===== src/rtl/axis_quad_tracker_pkg.sv =====
// Shared encodings for axis_quad_tracker: channel hysteresis states, decode
// directions and the Gray-code transition constants used by the position decoder.
package axis_quad_tracker_pkg;

  typedef enum logic [1:0] {
    CH_UNKNOWN = 2'b00,
    CH_LOW     = 2'b01,
    CH_HIGH    = 2'b10
  } chan_state_t;

  typedef enum logic [1:0] {
    DIR_NONE = 2'b00,
    DIR_FWD  = 2'b01,
    DIR_REV  = 2'b10,
    DIR_ERR  = 2'b11
  } quad_dir_t;

  // {prev_ab, next_ab} with ab = {A is HIGH, B is HIGH}
  localparam logic [3:0] GRAY_FWD_00_10 = 4'b00_10;
  localparam logic [3:0] GRAY_FWD_10_11 = 4'b10_11;
  localparam logic [3:0] GRAY_FWD_11_01 = 4'b11_01;
  localparam logic [3:0] GRAY_FWD_01_00 = 4'b01_00;
  localparam logic [3:0] GRAY_REV_10_00 = 4'b10_00;
  localparam logic [3:0] GRAY_REV_11_10 = 4'b11_10;
  localparam logic [3:0] GRAY_REV_01_11 = 4'b01_11;
  localparam logic [3:0] GRAY_REV_00_01 = 4'b00_01;

  function automatic quad_dir_t gray_dir(input logic [1:0] prev_ab, input logic [1:0] next_ab);
    quad_dir_t dir;
    case ({prev_ab, next_ab})
      GRAY_FWD_00_10, GRAY_FWD_10_11, GRAY_FWD_11_01, GRAY_FWD_01_00: dir = DIR_FWD;
      GRAY_REV_10_00, GRAY_REV_11_10, GRAY_REV_01_11, GRAY_REV_00_01: dir = DIR_REV;
      default: begin
        if ((prev_ab ^ next_ab) == 2'b11) begin
          dir = DIR_ERR;
        end else begin
          dir = DIR_NONE;
        end
      end
    endcase
    return dir;
  endfunction

endpackage


===== src/rtl/axis_quad_tracker_channel.sv =====
// hysteresis_channel: one UNKNOWN/LOW/HIGH hysteresis state machine fed by
// accepted samples; the upper threshold check wins if both would fire.
module hysteresis_channel
  import axis_quad_tracker_pkg::*;
#(
  parameter int W = 16
) (
  input  logic                aclk,
  input  logic                aresetn,
  input  logic                sample_valid,
  input  logic signed [W-1:0] sample,
  input  logic signed [W-1:0] lower_threshold,
  input  logic signed [W-1:0] upper_threshold,
  output logic [1:0]          state
);

  chan_state_t state_r;
  chan_state_t state_next_s;

  // State register
  always_ff @(posedge aclk) begin
    if (!aresetn) begin
      state_r <= CH_UNKNOWN;
    end else begin
      state_r <= state_next_s;
    end
  end

  // Strict threshold compares; equality holds the current state
  always_comb begin
    state_next_s = state_r;
    if (sample_valid && (sample > upper_threshold)) begin
      state_next_s = CH_HIGH;
    end else if (sample_valid && (sample < lower_threshold)) begin
      state_next_s = CH_LOW;
    end else begin
      state_next_s = state_r;
    end
  end

  assign state = state_r;

endmodule


===== src/rtl/axis_quad_tracker.sv =====
// axis_quad_tracker: two-channel hysteresis quadrature decoder with an AXI-Stream
// position output. Optional error counter enabled by AXIS_QUAD_TRACKER_ERRCNT_EN.
module axis_quad_tracker
  import axis_quad_tracker_pkg::*;
#(
  parameter int S_AXIS_TDATA_WIDTH = 32,
  parameter int M_AXIS_TDATA_WIDTH = 32,
  parameter int ERR_CNT_WIDTH      = 16
) (
  input  logic                                   aclk,
  input  logic                                   aresetn,
  input  logic signed [S_AXIS_TDATA_WIDTH/2-1:0] lower_threshold,
  input  logic signed [S_AXIS_TDATA_WIDTH/2-1:0] upper_threshold,
  input  logic [4:0]                             log_scale,
  input  logic                                   clear,
  input  logic                                   S_AXIS_tvalid,
  input  logic [S_AXIS_TDATA_WIDTH-1:0]          S_AXIS_tdata,
  output logic                                   S_AXIS_tready,
  input  logic                                   M_AXIS_tready,
  output logic                                   M_AXIS_tvalid,
  output logic [M_AXIS_TDATA_WIDTH-1:0]          M_AXIS_tdata,
  output logic [ERR_CNT_WIDTH-1:0]               error_count
);

  localparam int H = S_AXIS_TDATA_WIDTH / 2;
  localparam int M = M_AXIS_TDATA_WIDTH;

  logic [1:0]  state_a_s;
  logic [1:0]  state_b_s;
  chan_state_t cur_a_s;
  chan_state_t cur_b_s;
  chan_state_t prev_a_r;
  chan_state_t prev_b_r;
  quad_dir_t   dir_s;
  logic [M-1:0] step_s;
  logic [M-1:0] pos_r;
  logic [M-1:0] pos_next_s;
  logic         pos_upd_s;
  logic         tvalid_r;
  logic         tvalid_next_s;

  assign S_AXIS_tready = 1'b1;

  hysteresis_channel #(.W(H)) u_chan_a (
    .aclk            (aclk),
    .aresetn         (aresetn),
    .sample_valid    (S_AXIS_tvalid),
    .sample          (S_AXIS_tdata[H-1:0]),
    .lower_threshold (lower_threshold),
    .upper_threshold (upper_threshold),
    .state           (state_a_s)
  );

  hysteresis_channel #(.W(H)) u_chan_b (
    .aclk            (aclk),
    .aresetn         (aresetn),
    .sample_valid    (S_AXIS_tvalid),
    .sample          (S_AXIS_tdata[S_AXIS_TDATA_WIDTH-1:H]),
    .lower_threshold (lower_threshold),
    .upper_threshold (upper_threshold),
    .state           (state_b_s)
  );

  assign cur_a_s = chan_state_t'(state_a_s);
  assign cur_b_s = chan_state_t'(state_b_s);

  // Snapshot of channel states one edge behind, so a change is decoded an edge later
  always_ff @(posedge aclk) begin
    if (!aresetn) begin
      prev_a_r <= CH_UNKNOWN;
      prev_b_r <= CH_UNKNOWN;
    end else begin
      prev_a_r <= cur_a_s;
      prev_b_r <= cur_b_s;
    end
  end

  // Quadrature decode, inhibited while any side of the transition is UNKNOWN
  always_comb begin
    dir_s = DIR_NONE;
    if ((prev_a_r == CH_UNKNOWN) || (prev_b_r == CH_UNKNOWN) ||
        (cur_a_s == CH_UNKNOWN) || (cur_b_s == CH_UNKNOWN)) begin
      dir_s = DIR_NONE;
    end else begin
      dir_s = gray_dir({prev_a_r == CH_HIGH, prev_b_r == CH_HIGH},
                       {cur_a_s == CH_HIGH, cur_b_s == CH_HIGH});
    end
  end

  // Step size; shifts at or beyond the output width give a zero step
  always_comb begin
    step_s = {M{1'b0}};
    if (32'(log_scale) < M) begin
      step_s = {{(M-1){1'b0}}, 1'b1} << log_scale;
    end else begin
      step_s = {M{1'b0}};
    end
  end

  // Next position and output-valid; clear beats a simultaneous step
  always_comb begin
    pos_next_s    = pos_r;
    pos_upd_s     = 1'b0;
    tvalid_next_s = tvalid_r;
    if (clear) begin
      pos_next_s = {M{1'b0}};
      pos_upd_s  = 1'b1;
    end else begin
      case (dir_s)
        DIR_FWD: begin
          pos_next_s = pos_r + step_s;
          pos_upd_s  = 1'b1;
        end
        DIR_REV: begin
          pos_next_s = pos_r - step_s;
          pos_upd_s  = 1'b1;
        end
        default: begin
          pos_next_s = pos_r;
          pos_upd_s  = 1'b0;
        end
      endcase
    end
    if (pos_upd_s) begin
      tvalid_next_s = 1'b1;
    end else if (M_AXIS_tready) begin
      tvalid_next_s = 1'b0;
    end else begin
      tvalid_next_s = tvalid_r;
    end
  end

  // Position and output-valid registers
  always_ff @(posedge aclk) begin
    if (!aresetn) begin
      pos_r    <= {M{1'b0}};
      tvalid_r <= 1'b0;
    end else begin
      pos_r    <= pos_next_s;
      tvalid_r <= tvalid_next_s;
    end
  end

  assign M_AXIS_tdata  = pos_r;
  assign M_AXIS_tvalid = tvalid_r;

`ifdef AXIS_QUAD_TRACKER_ERRCNT_EN
  logic [ERR_CNT_WIDTH-1:0] err_cnt_r;

  // Saturating count of both-bits-changed transitions
  always_ff @(posedge aclk) begin
    if (!aresetn) begin
      err_cnt_r <= {ERR_CNT_WIDTH{1'b0}};
    end else if ((dir_s == DIR_ERR) && (err_cnt_r != {ERR_CNT_WIDTH{1'b1}})) begin
      err_cnt_r <= err_cnt_r + {{(ERR_CNT_WIDTH-1){1'b0}}, 1'b1};
    end else begin
      err_cnt_r <= err_cnt_r;
    end
  end

  assign error_count = err_cnt_r;
`else
  assign error_count = {ERR_CNT_WIDTH{1'b0}};
`endif

endmodule


===== config.mk =====
export PLATFORM = sky130hd
export DESIGN_NAME = axis_quad_tracker
export DESIGN_NICKNAME = d
export VERILOG_FILES = /design/src/rtl/axis_quad_tracker_pkg.sv /design/src/rtl/axis_quad_tracker_channel.sv /design/src/rtl/axis_quad_tracker.sv
export SDC_FILE = /design/constraint.sdc
export NUM_CORES = 1
export LEC_CHECK = 0
export CORE_AREA = 4 4 82 161
export CTS_BUF_LIST = sky130_fd_sc_hd__clkbuf_16
export CTS_CLUSTER_SIZE = 40
export DETAILED_ROUTE_END_ITERATION = 6
export DIE_AREA = 0 0 86 165
export GPL_ROUTABILITY_DRIVEN = 0
export PLACE_DENSITY_LB_ADDON = 0.25
export SKIP_CTS_REPAIR_TIMING = 1
export SYNTH_ARGS = -nofsm -noshare
export SYNTH_HDL_FRONTEND = slang
export SYNTH_SLANG_ARGS = --single-unit

===== constraint.sdc =====
create_clock -name aclk -period 4.4 [get_ports aclk]
set_input_delay 0.88 -clock aclk [delete_from_list [all_inputs] [get_ports aclk]]
set_output_delay 0.88 -clock aclk [all_outputs]
set_load 0.02 [all_outputs]

After elaboration in Yosys (flattened, before gate mapping)
Cells that the tools add are included.
{"block": "totals", "register_bits": 41, "input_bits": 74, "out_inout_bits": 50, "word_cells": 65}
{"block": "op_classes", "add_sub_neg": 2, "n_lt_le_gt_ge": 4, "eq_ne": 15, "shifts": 1, "muxes": 12, "n_bitwise": 2, "n_reduce_logical": 21}
{"operator": "$pmux 32 s2", "count": 1}
{"operator": "$add 32x32->32", "count": 1}
{"operator": "$gt 16x16->1", "count": 2}
{"operator": "$lt 16x16->1", "count": 2}
{"operator": "$shl 1x5->32 const A", "count": 1}
{"operator": "$sub 32x32->32", "count": 1}
{"operator": "$eq 4x4->1 const B", "count": 4}
{"operator": "$eq 2x2->1 const B", "count": 6}
{"operator": "$mux 2", "count": 6}
{"operator": "$eq 4x3->1 const B", "count": 2}
{"operator": "$logic_not 2->1", "count": 4}
{"operator": "$reduce_bool 2->1", "count": 4}
{"operator": "$reduce_or 2->1", "count": 4}
{"operator": "$reduce_or 4->1", "count": 2}
{"operator": "$eq 4x1->1 const B", "count": 1}
{"operator": "$eq 4x2->1 const B", "count": 1}
{"operator": "$logic_and 1x1->1", "count": 4}
{"operator": "$mux 1", "count": 4}
{"operator": "$pmux 2 s2", "count": 1}
{"operator": "$logic_or 1x1->1", "count": 3}
{"operator": "$eq 2x1->1 const B", "count": 1}
{"operator": "$xor 2x2->2", "count": 1}
{"operator": "$not 1->1", "count": 1}

Longest topological paths before layout
Gate-level depths: netlist of run 1.
{"block": "depth", "depth_word": 11, "depth_mapped": 21, "ltp_nobuf": 20}

Hierarchy
From an unflattened synthesis of run 1, not the netlist that was laid out.
{"block": "hier_totals", "hier_cells": 772, "hier_area_um2": 5647.9}
{"module": "axis_quad_tracker", "n_inst": 1, "cells_per_inst": 536, "area_each_um2": 3836.2, "seq_area_each_um2": 740.7}
{"module": "hysteresis_channel", "n_inst": 2, "cells_per_inst": 118, "area_each_um2": 905.9, "seq_area_each_um2": 40.0}

Worst setup path before layout of run 1
Ideal clock, no wire load.
{"block": "synth_path", "path_type": "input port to flip-flop", "from": "input port log_scale[2]", "to": "register pos_r[27] (netlist: M_AXIS_tdata[27])", "setup_ps": 60, "arrival_time_ps": 4656, "required_ps": 4340, "slack_ps": -316, "path_stages": 18, "n_path_buf": 2, "cell_sequence": "clkbuf_1 > or2_2 > nor3_1 > nand2_1 > ha_1 > clkbuf_1 > nor2_1 > o31ai_1 > o31a_1 > ha_1 > nand2_1 > nor3_2 > o31ai_1 > a2111o_1 > a211o_1 > and3b_1 > o31ai_1 > and2_1"}
{"block": "synth_between", "elab_chain_cells": 3, "word_cells_on_any_way": 4, "classes_between": "add/sub: 2; shift: 1; mux: 1"}
{"element": "from (decl)", "line_no": "axis_quad_tracker.sv:14", "source": "input logic [4:0] log_scale,"}
{"element": "$shl 1x5->32 *", "line_no": "axis_quad_tracker.sv:94", "source": "step_s = {{(M-1){1'b0}}, 1'b1} << log_scale;"}
{"element": "$sub 32x32->32 or $add 32x32->32 (tied branches)", "line_no": "axis_quad_tracker.sv:115, axis_quad_tracker.sv:111"}
{"element": "$pmux 32 s2 *", "line_no": "axis_quad_tracker.sv:109", "source": "case (dir_s)"}
{"element": "to (signal assigned)", "line_no": "axis_quad_tracker.sv:136", "source": "pos_r <= {M{1'b0}};"}
{"element": "to (signal assigned)", "line_no": "axis_quad_tracker.sv:139", "source": "pos_r <= pos_next_s;"}
{"element": "to (decl)", "line_no": "axis_quad_tracker.sv:36", "source": "logic [M-1:0] pos_r;"}
Mark *: on every way between the ends. The rest lies on a longest branch, timed or not.
A chain may end at the register's enable or synchronous reset.

Worst setup path after layout of run 1
{"block": "layout_path", "from": "input port log_scale[1]", "to": "register pos_r[27] (netlist: M_AXIS_tdata[27])"}
The elaborated chain is that of the path after synthesis.

==> impl_metrics.yaml, run 1 <==
synthesis:
  netlist_top_cells_count: "ha_1, nand2_1, nor2_1"
  syn_area_um2: 5540
  synth_most_common_cell: "ha_1"
  synth_area_leaders: "ha_1, dfxtp_1, nand2_1"
  yosys_register_bits: 41
  synth_top_cell_by_area: "ha_1"
  synth.yosys.seq_area_share_pct: 14.8
  syn_avg_cell_area_um2: 7.16
  synth_top_area_share_pct: 21.5
  ys_types: 64
  ys.warnings.count: 0
  synth_cells: 773
  synth_ff_type: "dfxtp_1"
  synth-async-reset-ratio_pct: 0
  synth_enable_flop_cells: 0
critical_path:
  worstSetupStartpointType: "primary input"
  cp_data_arrival_time_ns: 4.53
  setup.worst_path.class: "in2reg"
  cp_slowest_cell: "a2111o_1"
  path_cells: "dlymetal6s2s_1, or2_4, nor3_4, nand2_2, ha_4, nor2_4, nor3_2, a21oi_1, nor3_1, a21oi_1, ha_2, buf_6, nor2_2, nor3_2, o31ai_4, a2111o_1, a211o_1, and3b_1, o31ai_2, and2_1"
  cp_slowest_stage_delay_ns: 0.55
  cp-end-kind: "register"
  crit_fanout: 4
  required_ns: 4.64
floorplan:
  initial_utilization_pct: 45.9
  dieArea_um2: 14200
  num_rows: 57
  die_y_um: 165
  die_w_um: 86
  core_um2: 12100
  ios: 124
clock_network:
  clk_pin_slew_ns: 0.06
  cts.sinks: 41
  h-tree-depth: 2
  clock_latency_ns: 0.29
  cts_tree: "yes"
  cts_buffers: 5
  cts.root.buffer_cell: "clkbuf_16"
  cts.path.max_buffers: 2
min_path:
  hold_class: "reg2reg"
grt:
  antenna_found_initial: 0
  gr-total-overflow: 0
  grt_max_degree: 49
  globalRouteTotalUtil_pct: 27.1
  grt_pass1_vias: 6708
  grt_pass1_wl_mm: 30.7
cells_and_area:
  final_net_count: 1124
  area_growth_pct: 41.5
  drive_above_1_share_pct: 16.6
  n_antenna_cell: 0
  final_core_util_pct: 65.0
  nFillCells: 1055
detailed_routing:
  first_pass_iters: 6
  first_iter_violations: 468
  viasPerCell: 6.03
  detail_route.wl_per_cell_um: 18.2
  ant_nets: 0
  vias: 6642
  drt-total-wl_mm: 20.1
  drc: 0
sta:
  slew_viol_final: 0
  fmax_mhz: 233
  period_share_pct: 97.6
  finalSetupViolCount: 0
  period_minus_slack_ns: 4.29
  hold_violations: 0
  relSlewSlack_pct: 44.9
  tightestPinTransition_ns: 0.805
  skew_ns: 0.00842
job:
  maxCapViolations: 0
power_and_ir_drop:
  max-vdd-ir-drop_mv: 0.174
  powerDensity_nw_per_um2: 169
  power_mw: 1.33
  p_leak_nw: 3.54
place:
  place_hpwl_mm: 16.1
  io_buffers: 106
status:
  status: "completed"
==> power breakdown <==
group | internal (mW) | switching [mW] | total, mW
Sequential | 0.377 | 0.00424 | 0.381
Clock | 0.266 | 0.161 | 0.426
Combinational | 0.250 | 0.269 | 0.519
Total | 0.893 | 0.434 | 1.33
==> final timing paths <==
path                                   startpoint          endpoint  slack, ns  cells after the start
worst max register to register  u_chan_a.state[1]  M_AXIS_tdata[27]       0.13                     22
worst min register to register   M_AXIS_tdata[31]  M_AXIS_tdata[31]       0.48                      2
worst min-delay path             M_AXIS_tdata[31]  M_AXIS_tdata[31]       0.48                      2
worst max-delay path                 log_scale[1]  M_AXIS_tdata[27]       0.11                     20
==> kinds of logic (layout without fill, tap and decap cells) <==
kind of cell             count (synthesis)  in the layout  synth area share [%]
other                                    2             17                 0.136
buffers and inverters                   99            266                  7.93
AO/OA/AOI/OAI                          228            228                  26.4
multiplexers                             6              6                  1.09
flip-flops                              41             41                  14.8
XOR/XNOR                                21             21                  3.32
adder cells (fa/ha/maj)                 96             96                  21.8
AND/OR/NAND/NOR                        280            280                  24.5
==> registers in the layout (all words and copies together) (netlist names) <==
name and cells:
u_chan_a.state 2, u_chan_b.state 2, M_AXIS_tdata 32, M_AXIS_tvalid 1, prev_a_r 2, prev_b_r 2
==> per-layer routing <==
layer  part of all wire, %  track usage (%)  vias up  routed length, um
met4                   7.4             17.8        0               1490
met3                   5.4             3.34      114               1080
met5                     0                0        -                  0
met2                    56             54.5      318              11100
met1                    32             24.0     3082               6360
li1                      -                -     3128                  -
==> per-stage QoR <==
step | TNS (ns) | instance area, um2 | hold slack, ns | setup WS, ns | instances
finish | 0 | 7830 | 0.476 | 0.107 | 1102
global route | -0.136 | 7830 | 0.517 | -0.0782 | 1102
CTS | -3.03 | 7500 | 0.477 | -0.311 | 1098
detailed placement | -9.57 | 7330 | 0.467 | -0.587 | 1090
global placement | -7.11 | 7330 | 0.463 | -0.513 | 1090
floorplan | 0 | 5610 | 0.461 | 0.0445 | 788
==> placed cells by master (no fill, tap or decap), types with 18 or more instances in the layout <==
master           count
ha_1                89
dfxtp_1             40
nor3_1              21
a21oi_1             57
nand2b_1            18
inv_1               50
a21o_1              26
nor2_1              60
clkdlybuf4s50_1    101
buf_4               92
o21ai_0             41
nand3_1             28
nand2_1             82
==> area by class of cell <==
| class | count | area (um2) | area share, % |
|---|---|---|---|
| tap | 147 | 184 | 2.35 |
| clock buffer | 5 | 125 | 1.60 |
| sequential | 41 | 822 | 10.5 |
| clock inverter | 3 | 41.3 | 0.527 |
| timing repair buffer | 205 | 1840 | 23.6 |
| inverter | 53 | 199 | 2.54 |
| multi-input combinational | 648 | 4620 | 58.9 |
==> worst max-delay path: cells and delay by family <==
family | cells | cell delay (ns)
fa+ha+maj | 2 | 0.42
compound gates | 6 | 1.55
buf+inv | 2 | 0.23
simple gates | 10 | 1.45
Power figures use the tool's default switching activity.
==> inputs of run 2 (changes only) <==
--- a/config.mk
+++ b/config.mk
@@ -5,11 +5,11 @@
 export SDC_FILE = /design/constraint.sdc
 export NUM_CORES = 1
 export LEC_CHECK = 0
-export CORE_AREA = 4 4 82 161
+export CORE_AREA = 4 4 76 149
 export CTS_BUF_LIST = sky130_fd_sc_hd__clkbuf_16
 export CTS_CLUSTER_SIZE = 40
 export DETAILED_ROUTE_END_ITERATION = 6
-export DIE_AREA = 0 0 86 165
+export DIE_AREA = 0 0 80 153
 export GPL_ROUTABILITY_DRIVEN = 0
 export PLACE_DENSITY_LB_ADDON = 0.25
 export SKIP_CTS_REPAIR_TIMING = 1
==> constraint.sdc (replaced) <==
create_clock -name aclk -period 5.3 [get_ports aclk]
set_input_delay 1.06 -clock aclk [delete_from_list [all_inputs] [get_ports aclk]]
set_output_delay 1.06 -clock aclk [all_outputs]
set_load 0.02 [all_outputs]
==> run 2 against run 1 <==
Effect of this change:
- final cell count down 8.2%
- routed wire length down 7.7%
- clock skew down 0.0021 ns
- core utilization up 2.9 points
- critical path depth unchanged
- critical path type unchanged
- largest power group unchanged
==> impl_metrics.yaml, run 2 (same netlist as run 1, synthesis figures left out) <==
status:
  status: "completed"
critical_path:
  cpMostUsedCell: "nand3_1"
  cp_slowest_cell: "or4_1"
  r2r_slack_ns: 0.42
  cp-end-kind: "register"
  cp.buffers_inverters: 3
  worstSetupStartpointType: "primary input"
  cp_top_family: "simple AND/OR/NAND/NOR gates"
  cp_data_arrival_time_ns: 5.25
  required_ns: 5.54
  path_cells: "clkdlybuf4s50_1, or2_2, nor3_2, nand2_1, ha_1, nor2_2, buf_4, nand3_1, and3_1, o21ai_0, ha_1, nand3_1, nor2_1, nand2_1, a211oi_1, buf_4, nor4_1, nand3b_1, or4_1, nand3_1"
  crit_fanout: 6
  cp_slowest_stage_delay_ns: 0.43
  setup.worst_path.class: "in2reg"
detailed_routing:
  vias: 6351
  first_iter_violations: 558
  ant_nets: 0
  detail_route.wl_per_cell_um: 18.3
  viasPerCell: 6.28
  first_pass_iters: 7
  drc: 0
  drt-total-wl_mm: 18.5
power_and_ir_drop:
  power_uw: 997
  max-vdd-ir-drop_mv: 0.153
  powerDensity_nw_per_um2: 145
  p_leak_nw: 3.06
grt:
  grt_max_degree: 49
  grt_pass1_vias: 6424
  globalRouteTotalUtil_pct: 29.9
  grt.busiest_layer: "met2"
  grt_use_met3_pct: 3.30
  grt_pass1_wl_mm: 29.6
  met2_usage_pct: 58.4
  met1_usage_pct: 27.1
  antenna_found_initial: 0
  gr-total-overflow: 0
place:
  io_buffers: 106
  dp.cells: 1004
  place_hpwl_mm: 14.9
sta:
  fmax_mhz: 200
  period_minus_slack_ns: 5.01
  finalSetupViolCount: 0
  rsz0062_at_grt: "false"
  slew_viol_final: 0
  fin_hold_ws_ns: 0.476
  skew_ns: 0.00632
  hold_violations: 0
  tightestPinTransition_ns: 0.770
  tns_ns: 0
  relSlewSlack_pct: 47.4
  period_share_pct: 94.6
cells_and_area:
  largest_reg_flops: 32
  layout_common_cells: "clkdlybuf4s50_1, ha_1, nand2_1"
  seq_area_um2: 821
  final_core_util_pct: 67.9
  n_antenna_cell: 0
  finalNonFillerCells: 1012
  drive_above_1_share_pct: 4.10
  final_common_cell: "clkdlybuf4s50_1"
  multi_input_area_um2: 4340
  nFillCells: 922
  final_net_count: 1046
  area_growth_pct: 24.5
floorplan:
  die_y_um: 153
  num_rows: 52
  die_w_um: 80
  ios: 124
  dieArea_um2: 12200
  core_um2: 10100
  initial_utilization_pct: 54.5
clock_network:
  cts_tree: "yes"
  h-tree-depth: 2
  clk_pin_slew_ns: 0.07
  clock_latency_ns: 0.29
  cts.path.max_buffers: 2
  cts_buffers: 5
  cts.sinks: 41
  cts.root.buffer_cell: "clkbuf_16"
min_path:
  hold_class: "reg2reg"
job:
  maxCapViolations: 0
-- run 2: cell count changes in the layout (fill, tap and decap cells not counted), moves of 5 or more --
| cell | before | now |
|---|---|---|
| a21oi_1 | 57 | 63 |
| a21oi_2 | 6 | 0 |
| buf_4 | 92 | 21 |
| buf_6 | 6 | 0 |
| clkdlybuf4s50_1 | 101 | 106 |
| ha_1 | 89 | 95 |
| ha_4 | 5 | 0 |
| o21ai_0 | 41 | 49 |
-- run 2: layout make-up --
cell class,instances,share of cell area [%]
clock buffers,5,1.82
clock inverters,3,0.254
inverters,53,2.89
multi-input cells,648,63.0
flip-flops and latches,41,11.9
well taps,135,2.45
repair buffers,127,17.7
-- run 2: report_power, final --
group          switching [mW]  leakage [nW]  internal, mW
combinational           0.204          2.66         0.167
clock                   0.136        0.0696         0.173
sequential            0.00420         0.332         0.313
-- run 2: stage by stage --
stage	setup WS, ns	instance area, um2
after detailed placement	-0.0138	6740
final	0.288	6890
after floorplan	0.404	5590
after global placement	0.123	6740
after CTS	0.248	6880
after global routing	0.0434	6890
-- run 2: worst reg2reg max path: stages (launching register included) --
cell,delay [ns]
dfxtp_1,0.37
nor2b_1,0.34
nor2_1,0.12
a21oi_1,0.17
nand2_1,0.09
o211ai_1,0.11
ha_1,0.36
buf_4,0.32
nor2_2,0.10
o22ai_1,0.12
a21oi_1,0.09
o31a_1,0.30
ha_1,0.40
nand3_1,0.12
a211oi_1,0.26
o41ai_1,0.12
buf_4,0.15
a211oi_1,0.29
buf_4,0.19
nor4_1,0.07
nand3b_1,0.20
or4_1,0.43
nand3_1,0.09
-- run 2: layer usage --
layer | wire, um | vias up
li1 | - | 2967
met1 | 6020 | 2929
met2 | 10100 | 349
met3 | 997 | 106
met4 | 1420 | 0
met5 | 0 | -
-- run 2: final timing paths --
| kind | startpoint | cells after the start | to |
|---|---|---|---|
| setup / recovery | log_scale[1] | 20 | M_AXIS_tdata[28] |
| setup reg to reg | u_chan_a.state[1] | 22 | M_AXIS_tdata[28] |
| hold reg to reg | M_AXIS_tdata[31] | 2 | M_AXIS_tdata[31] |
| hold / removal | M_AXIS_tdata[31] | 2 | M_AXIS_tdata[31] |
